===== src/rtl/mips_ctrl_pkg.sv =====
// Shared MIPS multicycle control definitions: FSM state codes, opcode/funct
// constants and ALUop/mux select codes (also consumed by the ALU control block).
package mips_ctrl_pkg;

  typedef enum logic [3:0] {
    S_FETCH     = 4'd0,
    S_DECODE    = 4'd1,
    S_MEM_ADDR  = 4'd2,
    S_MEM_READ  = 4'd3,
    S_MEM_WB    = 4'd4,
    S_MEM_WRITE = 4'd5,
    S_R_EXEC    = 4'd6,
    S_R_WB      = 4'd7,
    S_BRANCH    = 4'd8,
    S_JUMP      = 4'd9,
    S_I_EXEC    = 4'd10,
    S_I_WB      = 4'd11
  } state_e;

  localparam logic [5:0] OP_RTYPE = 6'b000000;
  localparam logic [5:0] OP_J     = 6'b000010;
  localparam logic [5:0] OP_BEQ   = 6'b000100;
  localparam logic [5:0] OP_ADDI  = 6'b001000;
  localparam logic [5:0] OP_ANDI  = 6'b001100;
  localparam logic [5:0] OP_LW    = 6'b100011;
  localparam logic [5:0] OP_SW    = 6'b101011;

  localparam logic [5:0] FUNCT_JR  = 6'b001000;
  localparam logic [5:0] FUNCT_ADD = 6'b100000;

  localparam logic [1:0] ALUOP_ADD   = 2'b00;
  localparam logic [1:0] ALUOP_SUB   = 2'b01;
  localparam logic [1:0] ALUOP_FUNCT = 2'b10;
  localparam logic [1:0] ALUOP_AND   = 2'b11;

  localparam logic [1:0] SRCB_REG    = 2'b00;
  localparam logic [1:0] SRCB_FOUR   = 2'b01;
  localparam logic [1:0] SRCB_IMM    = 2'b10;
  localparam logic [1:0] SRCB_IMM_SH = 2'b11;

  localparam logic [1:0] PCSRC_ALU    = 2'b00;
  localparam logic [1:0] PCSRC_ALUOUT = 2'b01;
  localparam logic [1:0] PCSRC_JUMP   = 2'b10;

  function automatic logic is_listed_op(input logic [5:0] op);
    logic listed;
    case (op)
      OP_RTYPE, OP_J, OP_BEQ, OP_ADDI, OP_ANDI, OP_LW, OP_SW: listed = 1'b1;
      default:                                                listed = 1'b0;
    endcase
    return listed;
  endfunction

endpackage


===== src/rtl/mem_wait_timer.sv =====
// Counts cycles spent waiting on memory; expired flags the configured limit.
module mem_wait_timer #(
  parameter int unsigned MEM_WAIT_MAX = 15
) (
  input  logic       clk,
  input  logic       rst_n,
  input  logic       clr,
  input  logic       en,
  output logic [7:0] count,
  output logic       expired
);

  localparam logic [7:0] LIMIT = 8'(MEM_WAIT_MAX);

  logic [7:0] count_q, count_d;

  // Next count: clear has priority over increment
  always_comb begin
    count_d = count_q;
    if (clr) begin
      count_d = 8'd0;
    end else if (en) begin
      count_d = count_q + 8'd1;
    end else begin
      count_d = count_q;
    end
  end

  // Counter register
  always_ff @(posedge clk or negedge rst_n) begin
    if (!rst_n) begin
      count_q <= 8'd0;
    end else begin
      count_q <= count_d;
    end
  end

  assign count   = count_q;
  assign expired = (count_q == LIMIT);

endmodule


===== src/rtl/multicycle_control_unit.sv =====
// Moore control FSM for the multicycle MIPS datapath with memory-wait timeout.
// Define MCU_ILLEGAL_OP_EN to add the sticky illegal_op output.
module multicycle_control_unit
  import mips_ctrl_pkg::*;
#(
  parameter int unsigned MEM_WAIT_MAX = 15
) (
  input  logic       clk,
  input  logic       rst_n,
  input  logic [5:0] opcode,
  input  logic [5:0] funct,
  input  logic       mem_ready,
  output logic [1:0] ALUop,
  output logic       PCWrite,
  output logic       PCWriteCond,
  output logic       IorD,
  output logic       MemRead,
  output logic       MemWrite,
  output logic       IRWrite,
  output logic       MemtoReg,
  output logic       RegDst,
  output logic       RegWrite,
  output logic       ALUSrcA,
  output logic [1:0] ALUSrcB,
  output logic [1:0] PCSource,
  output logic [3:0] state,
  output logic       mem_timeout
`ifdef MCU_ILLEGAL_OP_EN
  ,
  output logic       illegal_op
`endif
);

  state_e     state_q, state_d;
  logic       mem_timeout_q, mem_timeout_d;
  logic [7:0] wait_count_s;
  logic       expired_s, waiting_s, timeout_s, clr_s, en_s;

  assign waiting_s = (state_q == S_FETCH) || (state_q == S_MEM_READ) || (state_q == S_MEM_WRITE);
  // Completion in the expiry cycle wins, so timeout needs mem_ready low
  assign timeout_s = waiting_s && !mem_ready && expired_s;
  assign en_s      = waiting_s && !mem_ready && (wait_count_s != 8'hFF);
  assign clr_s     = (state_d != state_q) || timeout_s;

  mem_wait_timer #(.MEM_WAIT_MAX(MEM_WAIT_MAX)) u_wait_timer (
    .clk    (clk),
    .rst_n  (rst_n),
    .clr    (clr_s),
    .en     (en_s),
    .count  (wait_count_s),
    .expired(expired_s)
  );

  // Next-state selection
  always_comb begin
    state_d       = state_q;
    mem_timeout_d = timeout_s;
    case (state_q)
      S_FETCH:     state_d = mem_ready ? S_DECODE : S_FETCH;
      S_DECODE: begin
        case (opcode)
          OP_LW, OP_SW:     state_d = S_MEM_ADDR;
          OP_RTYPE:         state_d = S_R_EXEC;
          OP_BEQ:           state_d = S_BRANCH;
          OP_J:             state_d = S_JUMP;
          OP_ADDI, OP_ANDI: state_d = S_I_EXEC;
          default:          state_d = S_FETCH;
        endcase
      end
      S_MEM_ADDR: begin
        if (opcode == OP_LW) begin
          state_d = S_MEM_READ;
        end else if (opcode == OP_SW) begin
          state_d = S_MEM_WRITE;
        end else begin
          state_d = S_FETCH;
        end
      end
      S_MEM_READ: begin
        if (mem_ready) begin
          state_d = S_MEM_WB;
        end else if (timeout_s) begin
          state_d = S_FETCH;
        end else begin
          state_d = S_MEM_READ;
        end
      end
      S_MEM_WRITE: state_d = (mem_ready || timeout_s) ? S_FETCH : S_MEM_WRITE;
      S_R_EXEC:    state_d = (funct == FUNCT_JR) ? S_FETCH : S_R_WB;
      S_I_EXEC:    state_d = S_I_WB;
      default:     state_d = S_FETCH;
    endcase
  end

  // State and timeout pulse registers
  always_ff @(posedge clk or negedge rst_n) begin
    if (!rst_n) begin
      state_q       <= S_FETCH;
      mem_timeout_q <= 1'b0;
    end else begin
      state_q       <= state_d;
      mem_timeout_q <= mem_timeout_d;
    end
  end

  // Moore output decode; FETCH write strobes are qualified by reset
  always_comb begin
    ALUop       = ALUOP_ADD;
    PCWrite     = 1'b0;
    PCWriteCond = 1'b0;
    IorD        = 1'b0;
    MemRead     = 1'b0;
    MemWrite    = 1'b0;
    IRWrite     = 1'b0;
    MemtoReg    = 1'b0;
    RegDst      = 1'b0;
    RegWrite    = 1'b0;
    ALUSrcA     = 1'b0;
    ALUSrcB     = SRCB_REG;
    PCSource    = PCSRC_ALU;
    case (state_q)
      S_FETCH: begin
        MemRead = 1'b1;
        ALUSrcB = SRCB_FOUR;
        IRWrite = mem_ready && rst_n;
        PCWrite = mem_ready && rst_n;
      end
      S_DECODE:    ALUSrcB = SRCB_IMM_SH;
      S_MEM_ADDR: begin
        ALUSrcA = 1'b1;
        ALUSrcB = SRCB_IMM;
      end
      S_MEM_READ: begin
        MemRead = 1'b1;
        IorD    = 1'b1;
      end
      S_MEM_WB: begin
        RegWrite = 1'b1;
        MemtoReg = 1'b1;
      end
      S_MEM_WRITE: begin
        MemWrite = 1'b1;
        IorD     = 1'b1;
      end
      S_R_EXEC: begin
        ALUSrcA = 1'b1;
        ALUop   = ALUOP_FUNCT;
      end
      S_R_WB: begin
        RegWrite = 1'b1;
        RegDst   = 1'b1;
      end
      S_BRANCH: begin
        ALUSrcA     = 1'b1;
        ALUop       = ALUOP_SUB;
        PCWriteCond = 1'b1;
        PCSource    = PCSRC_ALUOUT;
      end
      S_JUMP: begin
        PCWrite  = 1'b1;
        PCSource = PCSRC_JUMP;
      end
      S_I_EXEC: begin
        ALUSrcA = 1'b1;
        ALUSrcB = SRCB_IMM;
        ALUop   = (opcode == OP_ANDI) ? ALUOP_AND : ALUOP_ADD;
      end
      S_I_WB:      RegWrite = 1'b1;
      default:     ALUop = ALUOP_ADD;
    endcase
  end

  assign state       = state_q;
  assign mem_timeout = mem_timeout_q;

`ifdef MCU_ILLEGAL_OP_EN
  logic illegal_op_q, illegal_op_d;

  // Sticky flag for opcodes DECODE does not recognise
  always_comb begin
    illegal_op_d = illegal_op_q;
    if ((state_q == S_DECODE) && !is_listed_op(opcode)) begin
      illegal_op_d = 1'b1;
    end else begin
      illegal_op_d = illegal_op_q;
    end
  end

  // Illegal-op register, cleared only by reset
  always_ff @(posedge clk or negedge rst_n) begin
    if (!rst_n) begin
      illegal_op_q <= 1'b0;
    end else begin
      illegal_op_q <= illegal_op_d;
    end
  end

  assign illegal_op = illegal_op_q;
`endif

endmodule


===== config.mk =====
export PLATFORM = sky130hd
export DESIGN_NAME = multicycle_control_unit
export DESIGN_NICKNAME = d
export VERILOG_FILES = /design/src/rtl/mips_ctrl_pkg.sv /design/src/rtl/mem_wait_timer.sv /design/src/rtl/multicycle_control_unit.sv
export SDC_FILE = /design/constraint.sdc
export NUM_CORES = 1
export LEC_CHECK = 0
export CORE_UTILIZATION = 51
export CTS_BUF_LIST = sky130_fd_sc_hd__clkbuf_4 sky130_fd_sc_hd__clkbuf_8
export DETAILED_ROUTE_END_ITERATION = 8
export GPL_TIMING_DRIVEN = 0
export PLACE_DENSITY = 0.87
export REMOVE_ABC_BUFFERS = 1
export SLEW_MARGIN = 20
export SYNTH_ARGS = -nofsm -noshare
export SYNTH_HDL_FRONTEND = slang
export SYNTH_SLANG_ARGS = --single-unit

===== constraint.sdc =====
create_clock -name clk -period 6.7 [get_ports clk]
set_clock_uncertainty 0.15 [all_clocks]
set_input_delay 1.34 -clock clk [delete_from_list [all_inputs] [get_ports clk]]
set_output_delay 1.34 -clock clk [all_outputs]
set_load 0.02 [all_outputs]

==> results of run 1 <==
[kinds of logic (layout without fill, tap and decap cells)]
logic type	Yosys count	count (layout)
simple gates	74	74
fa+ha+maj	1	1
xor+xnor	9	9
buf+inv	10	41
flops	13	13
compound gates	25	25
mux	2	2
[stage by stage]
step,hold slack [ps],power [W],cells,setup slack [ps],area [µm²]
after floorplan,395.0,0.0001172,126,2931,1051
after global placement,417.5,0.0001426,188,1941,1435
after detailed placement,434.9,0.0001446,188,1914,1435
after CTS,445.2,0.0001972,192,1914,1465
after global routing,477.3,0.0002059,192,1713,1465
final,443.5,0.0001957,192,1945,1465
[layer usage]
metal	global-route usage, %	share of wire [%]
met5	0	0
met4	13.24	1.6
met3	6.231	5.4
met2	43.52	50
met1	31.60	43
[flip-flops by register name (all words and copies together) (netlist names)]
signal / cells
state: 4
u_wait_timer.count: 8
mem_timeout: 1
[cell usage in the layout, fill, tap and decap left out, types with 2 or more instances in the layout]
| cell | count |
|---|---|
| sky130_fd_sc_hd__clkdlybuf4s50_1 | 35 |
| sky130_fd_sc_hd__nor2_1 | 15 |
| sky130_fd_sc_hd__dfrtp_1 | 13 |
| sky130_fd_sc_hd__nor3_1 | 12 |
| sky130_fd_sc_hd__nand2_1 | 10 |
| sky130_fd_sc_hd__a21oi_1 | 9 |
| sky130_fd_sc_hd__nand2b_1 | 5 |
| sky130_fd_sc_hd__xor2_1 | 5 |
| sky130_fd_sc_hd__nor2b_1 | 4 |
| sky130_fd_sc_hd__xnor2_1 | 4 |
| sky130_fd_sc_hd__and3_1 | 4 |
| sky130_fd_sc_hd__clkbuf_4 | 4 |
| sky130_fd_sc_hd__or2_2 | 3 |
| sky130_fd_sc_hd__nand3_1 | 3 |
| sky130_fd_sc_hd__a31oi_1 | 3 |
| sky130_fd_sc_hd__nand4_1 | 3 |
| sky130_fd_sc_hd__or3_1 | 2 |
| sky130_fd_sc_hd__nor3b_1 | 2 |
| sky130_fd_sc_hd__o21ai_0 | 2 |
| sky130_fd_sc_hd__mux2i_1 | 2 |
[where the power goes]
group / leakage, nW / switching (W) / internal, W / total [W]
combinational: 0.370 / 0.0000301 / 0.0000279 / 0.0000580
clock: 0.0184 / 0.0000253 / 0.0000272 / 0.0000525
sequential: 0.179 / 0.00000476 / 0.0000804 / 0.0000852
[path summary, 6_finish.rpt]
check / from / to / slack [ps] / cells past startpoint
worst max-delay path: rst_n / PCWrite / 1950 / 5
worst min-delay path: u_wait_timer.count[0] / u_wait_timer.count[0] / 440 / 2
worst max register to register: state[2] / u_wait_timer.count[7] / 3870 / 6
worst min register to register: u_wait_timer.count[0] / u_wait_timer.count[0] / 440 / 2
max in group asynchronous: rst_n / u_wait_timer.count[1] / 4720 / 1
min in group asynchronous: rst_n / u_wait_timer.count[7] / 1290 / 1
[layout make-up]
type	count	area (µm²)
timing repair buffer	35	350.3
tap	27	33.78
inverter	2	7.507
fill	162	536.8
clock buffer	4	30.03
sequential	13	325.3
multi-input combinational	111	718.2
[synthesized netlist by cell type (2+ instances only)]
master                     number  area share (%)
sky130_fd_sc_hd__or3_1          2             1.1
sky130_fd_sc_hd__xnor2_1        4             3.1
sky130_fd_sc_hd__or2_2          3             1.7
sky130_fd_sc_hd__a31oi_1        3             1.7
sky130_fd_sc_hd__nand4_1        3             1.7
sky130_fd_sc_hd__dfrtp_1       13              29
sky130_fd_sc_hd__mux2i_1        2             1.8
sky130_fd_sc_hd__buf_6          3             3.0
sky130_fd_sc_hd__nor2b_1        4             2.2
sky130_fd_sc_hd__nand3_1        3             1.3
sky130_fd_sc_hd__buf_4          3             2.0
sky130_fd_sc_hd__a21oi_1        9             4.0
sky130_fd_sc_hd__nand2b_1       5             2.8
sky130_fd_sc_hd__nor2_1        15             5.0
sky130_fd_sc_hd__nor3_1        12             5.4
sky130_fd_sc_hd__and3_1         4             2.2
sky130_fd_sc_hd__o21ai_0        2            0.90
sky130_fd_sc_hd__nand2_1       10             3.4
sky130_fd_sc_hd__nor3b_1        2             1.3
sky130_fd_sc_hd__xor2_1         5             3.9
[tightest hold or removal path: stages, from the launching register on]
cell	delay, ps
sky130_fd_sc_hd__dfrtp_1	390
sky130_fd_sc_hd__xnor2_1	130
sky130_fd_sc_hd__nor3_1	40
==> results.md, run 1 <==
Finish:
- After the last flow step, the layout net total stands at 182.
- The total inserted antenna cells is 0.
- From synthesis to final layout, the design area changed by 31.28%.
- Cells fill 73.19% of the core in the end.
- The fraction of final layout cells sized beyond drive strength 1 is 9.091%.

Synth:
- For this run, the leading register cell type out of synthesis is sky130_fd_sc_hd__dfrtp_1.
- The area share of xor/xnor cells in the synthesized design is 7.063%.
- The number of instances in the synthesized netlist is 134.
- The number of flops mapped to enable cells by yosys is 0.
- The Yosys warning count is 0.
- The synthesized-area fraction occupied by adder cells is 1.121%.
- The synthesized design contains 13 register bits.
- The largest family of logic cells by synthesized area is simple AND/OR/NAND/NOR gates.
- The basic-gate share of the synthesized area counting and, or, nand and nor cells is 38.45%.
- The share of flip-flops with an asynchronous set or reset is 100.0%.
- Summing the areas of all compound-gate instances in the mapped netlist gives 15.92% of the synthesized area.
- The number of library cell types mapped by synthesis is 47.
- After synthesis, the mean cell area works out to 8.329 µm².
- The post-synthesis mux area share is 1.794%.
- Sequential elements use 29.15% of the synthesized area.
- The synthesized netlist occupies a cell area of 1116 µm².

Power:
- Across the VDD grid, the largest voltage drop is 0.1113 mV.
- For this design the static power due to leakage is 0.5677 nW.
- Dividing total power by cell area gives a power density of 133.6 nW/µm².

Clocking:
- The number of setup buffers added after CTS is 0.
- Clock tree synthesis found a total of 13 sinks.
- The TritonCTS clock tree is done.
- The clock latency of the later-clocked register in the worst-skew pair is 280 ps.
- In this run the number of H-tree levels came out at 1.
- After clock tree synthesis, the clock-pin slew on the worst setup and hold paths is 70 ps.
- The number of buffers created by CTS is 3.
- The maximum count of clock buffers along a single path is 2.
- The post-cts repair resize count is 0.
- The tree is rooted in a sky130_fd_sc_hd__clkbuf_4.
- The number of hold buffers added after cts is 0.

Routing:
- The antenna violation net count after detailed routing is 0.
- For this block, the routed nets add up to 2.745 mm of wire.
- The average wire length per cell after detail routing is 14.30 µm.
- The number of DRC violations after detailed routing is 0.
- The first TritonRoute pass finished after 4 iterations.
- The total via count after detailed routing is 1121.
- The per-cell via count in the routed design is 5.839.
- The violation count after the first detailed-routing iteration is 16.

Timing:
- Based on the critical path, the design can be clocked at up to 0.2103 GHz.
- At the pin with the least slew margin, the transition time is 833.8 ps.
- The hold violation total from the final report came to 0.
- Adding up every negative setup slack in the final design gives 0 ps.
- The final-report max-slew violation count was 0.
- After layout, the minimum clock period comes to 4755 ps.
- Setup repair after global routing left no endpoint under its margin.
- The final setup violation count is 0.
- The worst path uses 70.97% of the clock period.
- The relative slew slack is 42.82%.

Die:
- The floorplan step defined a die boundary enclosing 2379 µm².
- The number of I/O pins is 36.
- The row count is 16.
- The core area is 2002 µm².
- Once the floorplan was initialized, standard cells occupied 55.75% of the core.
- The die is 48.78 µm tall.
- The die is 48.78 µm wide.

Worst setup path:
- The number of buffer and inverter instances along the worst setup path is 2.
- Counting stages on the worst path, the most repeated cell is sky130_fd_sc_hd__clkdlybuf4s50_1.
- The largest individual stage delay along the critical path comes from the cell sky130_fd_sc_hd__clkdlybuf4s50_1.
- On the critical path the largest part of the delay comes from buffers and inverters.
- Along the worst path, the maximum fanout reaches 14.
- The endpoint class of the critical path is a primary output.
- The largest incremental delay on the critical path is 860 ps.
- For the worst setup path, the data arrival time is 3260 ps.
- The kind of launch point of the worst setup path is an input port.
- The worst setup path is of the input port to primary output kind.
- For the worst setup path, the data required time is 5210 ps.
- Traced cell by cell, the critical path runs through clkdlybuf4s50_1, nand2_1, nor3_1, or2_2, clkdlybuf4s50_1.

GRT:
- The via count of the first global-routing pass was 1089.
- The aggregate global-route resource usage is 26.22%.
- The maximum number of pins on one net before global-route repair is 17.
- The initial antenna violation count came to 0.
- The first-pass GRT wire length is 4.871 mm.
- The final global-route overflow total is 0.

Placed design:
- The sum of net half-perimeters after detailed placement is 2.134 mm.
- The last weighted congestion value of the routability-driven placer is 0.8667.
- The total of buffers placed on input and output ports is 35.

Status:
- The flow ran to the end, and the final reports show no timing, DRC or antenna violations.

Worst hold path:
- In this run the worst hold path is classified as register to register.

Job:
- Max-cap violations in this run came to 0.
Power figures use the tool's default switching activity.
==> run 2, diff against run 1 <==
- CORE_UTILIZATION: 51 -> 47
- PLACE_DENSITY: 0.87 -> 0.81
- clock period: 6.7 -> 4.4 ns (I/O delays scaled with it)
==> run 2 against run 1 <==
Net effect:
- sequential share of layout area hardly changed
- sequential power is 53% higher
- setup slack worse by 1400 ps
- global-route usage is 2.4 points lower
- total power is 51% higher
- sequential cell count stayed put
- core utilization is 7.5 points lower
- cell area hardly changed
- highest routed layer unchanged
==> results.md, run 2 (synthesis results as in run 1) <==
Status:
- The flow ran to the end, and the final reports show no timing, DRC or antenna violations.

Routing:
- The number of DRC violations after detailed routing is 0 (unchanged).
- The total via count after detailed routing is 1114 (-0.62%).
- The average wire length per cell after detail routing is 14.00 µm (-2.1%).
- The number of detailed-routing iterations run before antenna repair came to 4 (unchanged).
- The per-cell via count in the routed design is 5.772 (-1.1%).
- The total length of routed wires is 2.702 mm (-1.6%).
- The antenna violation net count after detailed routing was 0 (unchanged).
- The violation count after the first detailed-routing iteration is 13 (-3).

Die:
- The die area is 2574 µm² (+8.2%).
- The floorplan die height is 50.73 µm (+4.0%).
- The core area is 2233 µm² (+12%).
- The die width came to 50.73 µm (+4.0%).
- The row count is 17 (+1).
- The initial core utilization is 49.97% (-5.8 points).
- The number of I/O pins was 36 (unchanged).

Clocking:
- The number of buffers created by CTS is 3 (unchanged).
- The number of setup buffers added after CTS came to 0 (unchanged).
- The clock latency of the later-clocked register in the worst-skew pair came to 280 ps (about the same).
- The number of H-tree levels was 1 (unchanged).
- In this run the clock root is driven by a sky130_fd_sc_hd__clkbuf_4.
- The number of hold buffers added after cts was 0 (unchanged).
- The clock sink count is 13 (unchanged).
- The maximum count of clock buffers along a single path came to 2 (unchanged).
- The clock-pin slew reported for the worst setup and hold paths after clock tree synthesis is 70 ps (about the same).
- TritonCTS built the clock tree.
- The post-cts repair resize count is 0 (unchanged).

Finish:
- The flip-flop count of the largest register after layout is 8 (unchanged).
- The area taken by multi-input logic gates was 718.2 µm² (unchanged).
- The share of the core filled with cells came to 65.66% (-7.5 points).
- The area overhead of the layout relative to synthesis was 31.39% (about the same).
- The top cell types in the final layout, fill and taps aside, are sky130_fd_sc_hd__clkdlybuf4s50_1 (35), sky130_fd_sc_hd__nor2_1 (15), sky130_fd_sc_hd__dfrtp_1 (13), sky130_fd_sc_hd__nor3_1 (12), sky130_fd_sc_hd__nand2_1 (10).
- Leaving out fill and tap cells, the most frequent cell in the layout is sky130_fd_sc_hd__clkdlybuf4s50_1.
- The final-layout fill cell count is 198 (+22%).
- The fraction of final layout cells sized beyond drive strength 1 is 9.091% (unchanged).
- The net count of the finished layout is 182 (unchanged).
- The filler-free cell count of the finished design came to 193 (+0.52%).
- The total inserted antenna cells came to 0 (unchanged).
- The area used by sequential logic in the layout is 325.3 µm² (unchanged).
- The finished layout cell area is 1466 µm² (about the same).

Power:
- The share of power burned in registers is 43.8% (+0.3 points).
- The standby leakage power is 0.5677 nW (unchanged).
- The cell area power density came to 201.9 nW/µm² (+51%).
- The largest vdd supply drop came to 0.1803 mV (+62%).
- The combinational share of power is 29.5% (about the same).
- The switching fraction of total power is 30.32% (-0.44 points).
- The relative contribution of the clock network to total power is 26.7% (about the same).
- The net switching power is 0.00008975 W (+49%).
- The cell-internal power is 0.0002063 W (+52%).

Timing:
- The final hold slack is 441.3 ps (-2.200 ps).
- The maximum clock frequency is 0.2628 GHz.
- The part of the cycle the worst path needs is 86.48%.
- The final-report max-slew violation count is 0 (unchanged).
- The hold violation total from the final report was 0 (unchanged).
- Setup repair after global routing left no endpoint under its margin.
- The slew at the pin closest to its max-slew limit is 825.9 ps (-7.838 ps).
- The relative slew slack is 43.36% (+0.54 points).
- The final setup violation count is 0 (unchanged).
- The routed design could run at a clock period as short as 3805 ps.
- The total negative slack for setup checks is 0 ps (unchanged).

Worst setup path:
- The largest incremental delay on the critical path is 840 ps (-20 ps).
- The required time reported for the critical path endpoint is 3370 ps (-1840 ps).
- The kind of launch point of the worst setup path is an input port.
- The slowest cell on the critical path is sky130_fd_sc_hd__clkdlybuf4s50_1.
- The worst setup slack for register-to-register paths is 1580 ps (-2290 ps).
- The worst path arrival time is 2780 ps (-480 ps).
- Walking the worst path, the cells encountered are clkdlybuf4s50_1, nand2_1, nor3_1, or2_2, clkdlybuf4s50_1.
- The most numerous cell type found on the critical path is sky130_fd_sc_hd__clkdlybuf4s50_1.
- The cell count of the worst reg-to-reg path is 6 (unchanged).
- The critical path class is input port to primary output.
- The top fanout value on the critical path is 14 (unchanged).
- The startpoint identified for the worst register-to-register timing path is state[2].
- The worst reg2reg path endpoint is u_wait_timer.count[4].
- The endpoint class of the critical path is a primary output.

GRT:
- The maximum number of pins on one net before global-route repair came to 17 (unchanged).
- The via count of the first global-routing pass is 1033 (-5.1%).
- The initial antenna violation count was 0 (unchanged).
- The final global-route overflow total is 0 (unchanged).
- The first-pass GRT wire length is 4.609 mm (-5.4%).
- The aggregate global-route resource usage was 23.77% (-2.4 points).

Placed design:
- The sum of net half-perimeters after detailed placement was 2.110 mm (-1.1%).
- The total of buffers placed on input and output ports is 35 (unchanged).
- The area of placed instances is 1436 µm² (about the same).
- The total instance count after detailed placement is 189 (+0.53%).
- The last weighted congestion value of the routability-driven placer was 0.8592 (-0.87%).

Job:
- The number of violations of the max-capacitance limit is 0 (unchanged).

Worst hold path:
- The launch point of the worst hold path is u_wait_timer.count[0].
- The class of the tightest hold or removal check is register to register.
- The sink of the worst hold path is u_wait_timer.count[0].
- The cell depth of the worst hold path is 2 (unchanged).
## run 2: cell counts in the layout (fill, tap and decap cells not counted)
Identical to the previous run, type by type.
## run 2: worst max-delay path by stage
stage,startpoint,to,slack [ps],cells past startpoint
6_report,rst_n,PCWrite,590,5
2_1_floorplan,opcode[1],ALUop[0],1550,3
3_3_place_gp,rst_n,PCWrite,560,5
4_1_cts,rst_n,PCWrite,560,5
5_1_grt,rst_n,PCWrite,380,5
3_5_place_dp,rst_n,PCWrite,560,5
## run 2: per-stage QoR
stage / setup WS (ps) / total power [W]
after detailed placement: 562.3 / 0.0002195
after global placement: 559.1 / 0.0002173
final: 594.9 / 0.0002960
after CTS: 562.3 / 0.0002974
after global routing: 378.1 / 0.0003110
after floorplan: 1551 / 0.0001785
## run 2: layout make-up
| cell class | count | area share (%) |
|---|---|---|
| multi-input combinational | 111 | 48.98 |
| clock buffer | 4 | 2.048 |
| timing repair buffer | 35 | 23.89 |
| inverter | 2 | 0.5119 |
| sequential | 13 | 22.18 |
| tap | 28 | 2.389 |
## run 2: critical path: cells and delay by family
family / cells / cell delay, ps
and+or+nand+nor: 3 / 460
buffers and inverters: 2 / 1430
## run 2: power groups by stage
stage	Combinational (W)	Clock, W	Sequential, W
global placement	0.0000860	0	0.000131
finish	0.0000873	0.0000790	0.000130
detailed placement	0.0000876	0	0.000132
CTS	0.0000879	0.0000800	0.000130
floorplan	0.0000464	0	0.000132
global route	0.0000953	0.0000853	0.000130
## run 2: layer usage
metal	vias up	routed length, µm	track usage (%)
met2	34	1345	41.78
met3	7	129	3.030
met1	531	1170	28.81
met4	0	56	10.19
li1	542	-	-
met5	-	0	0
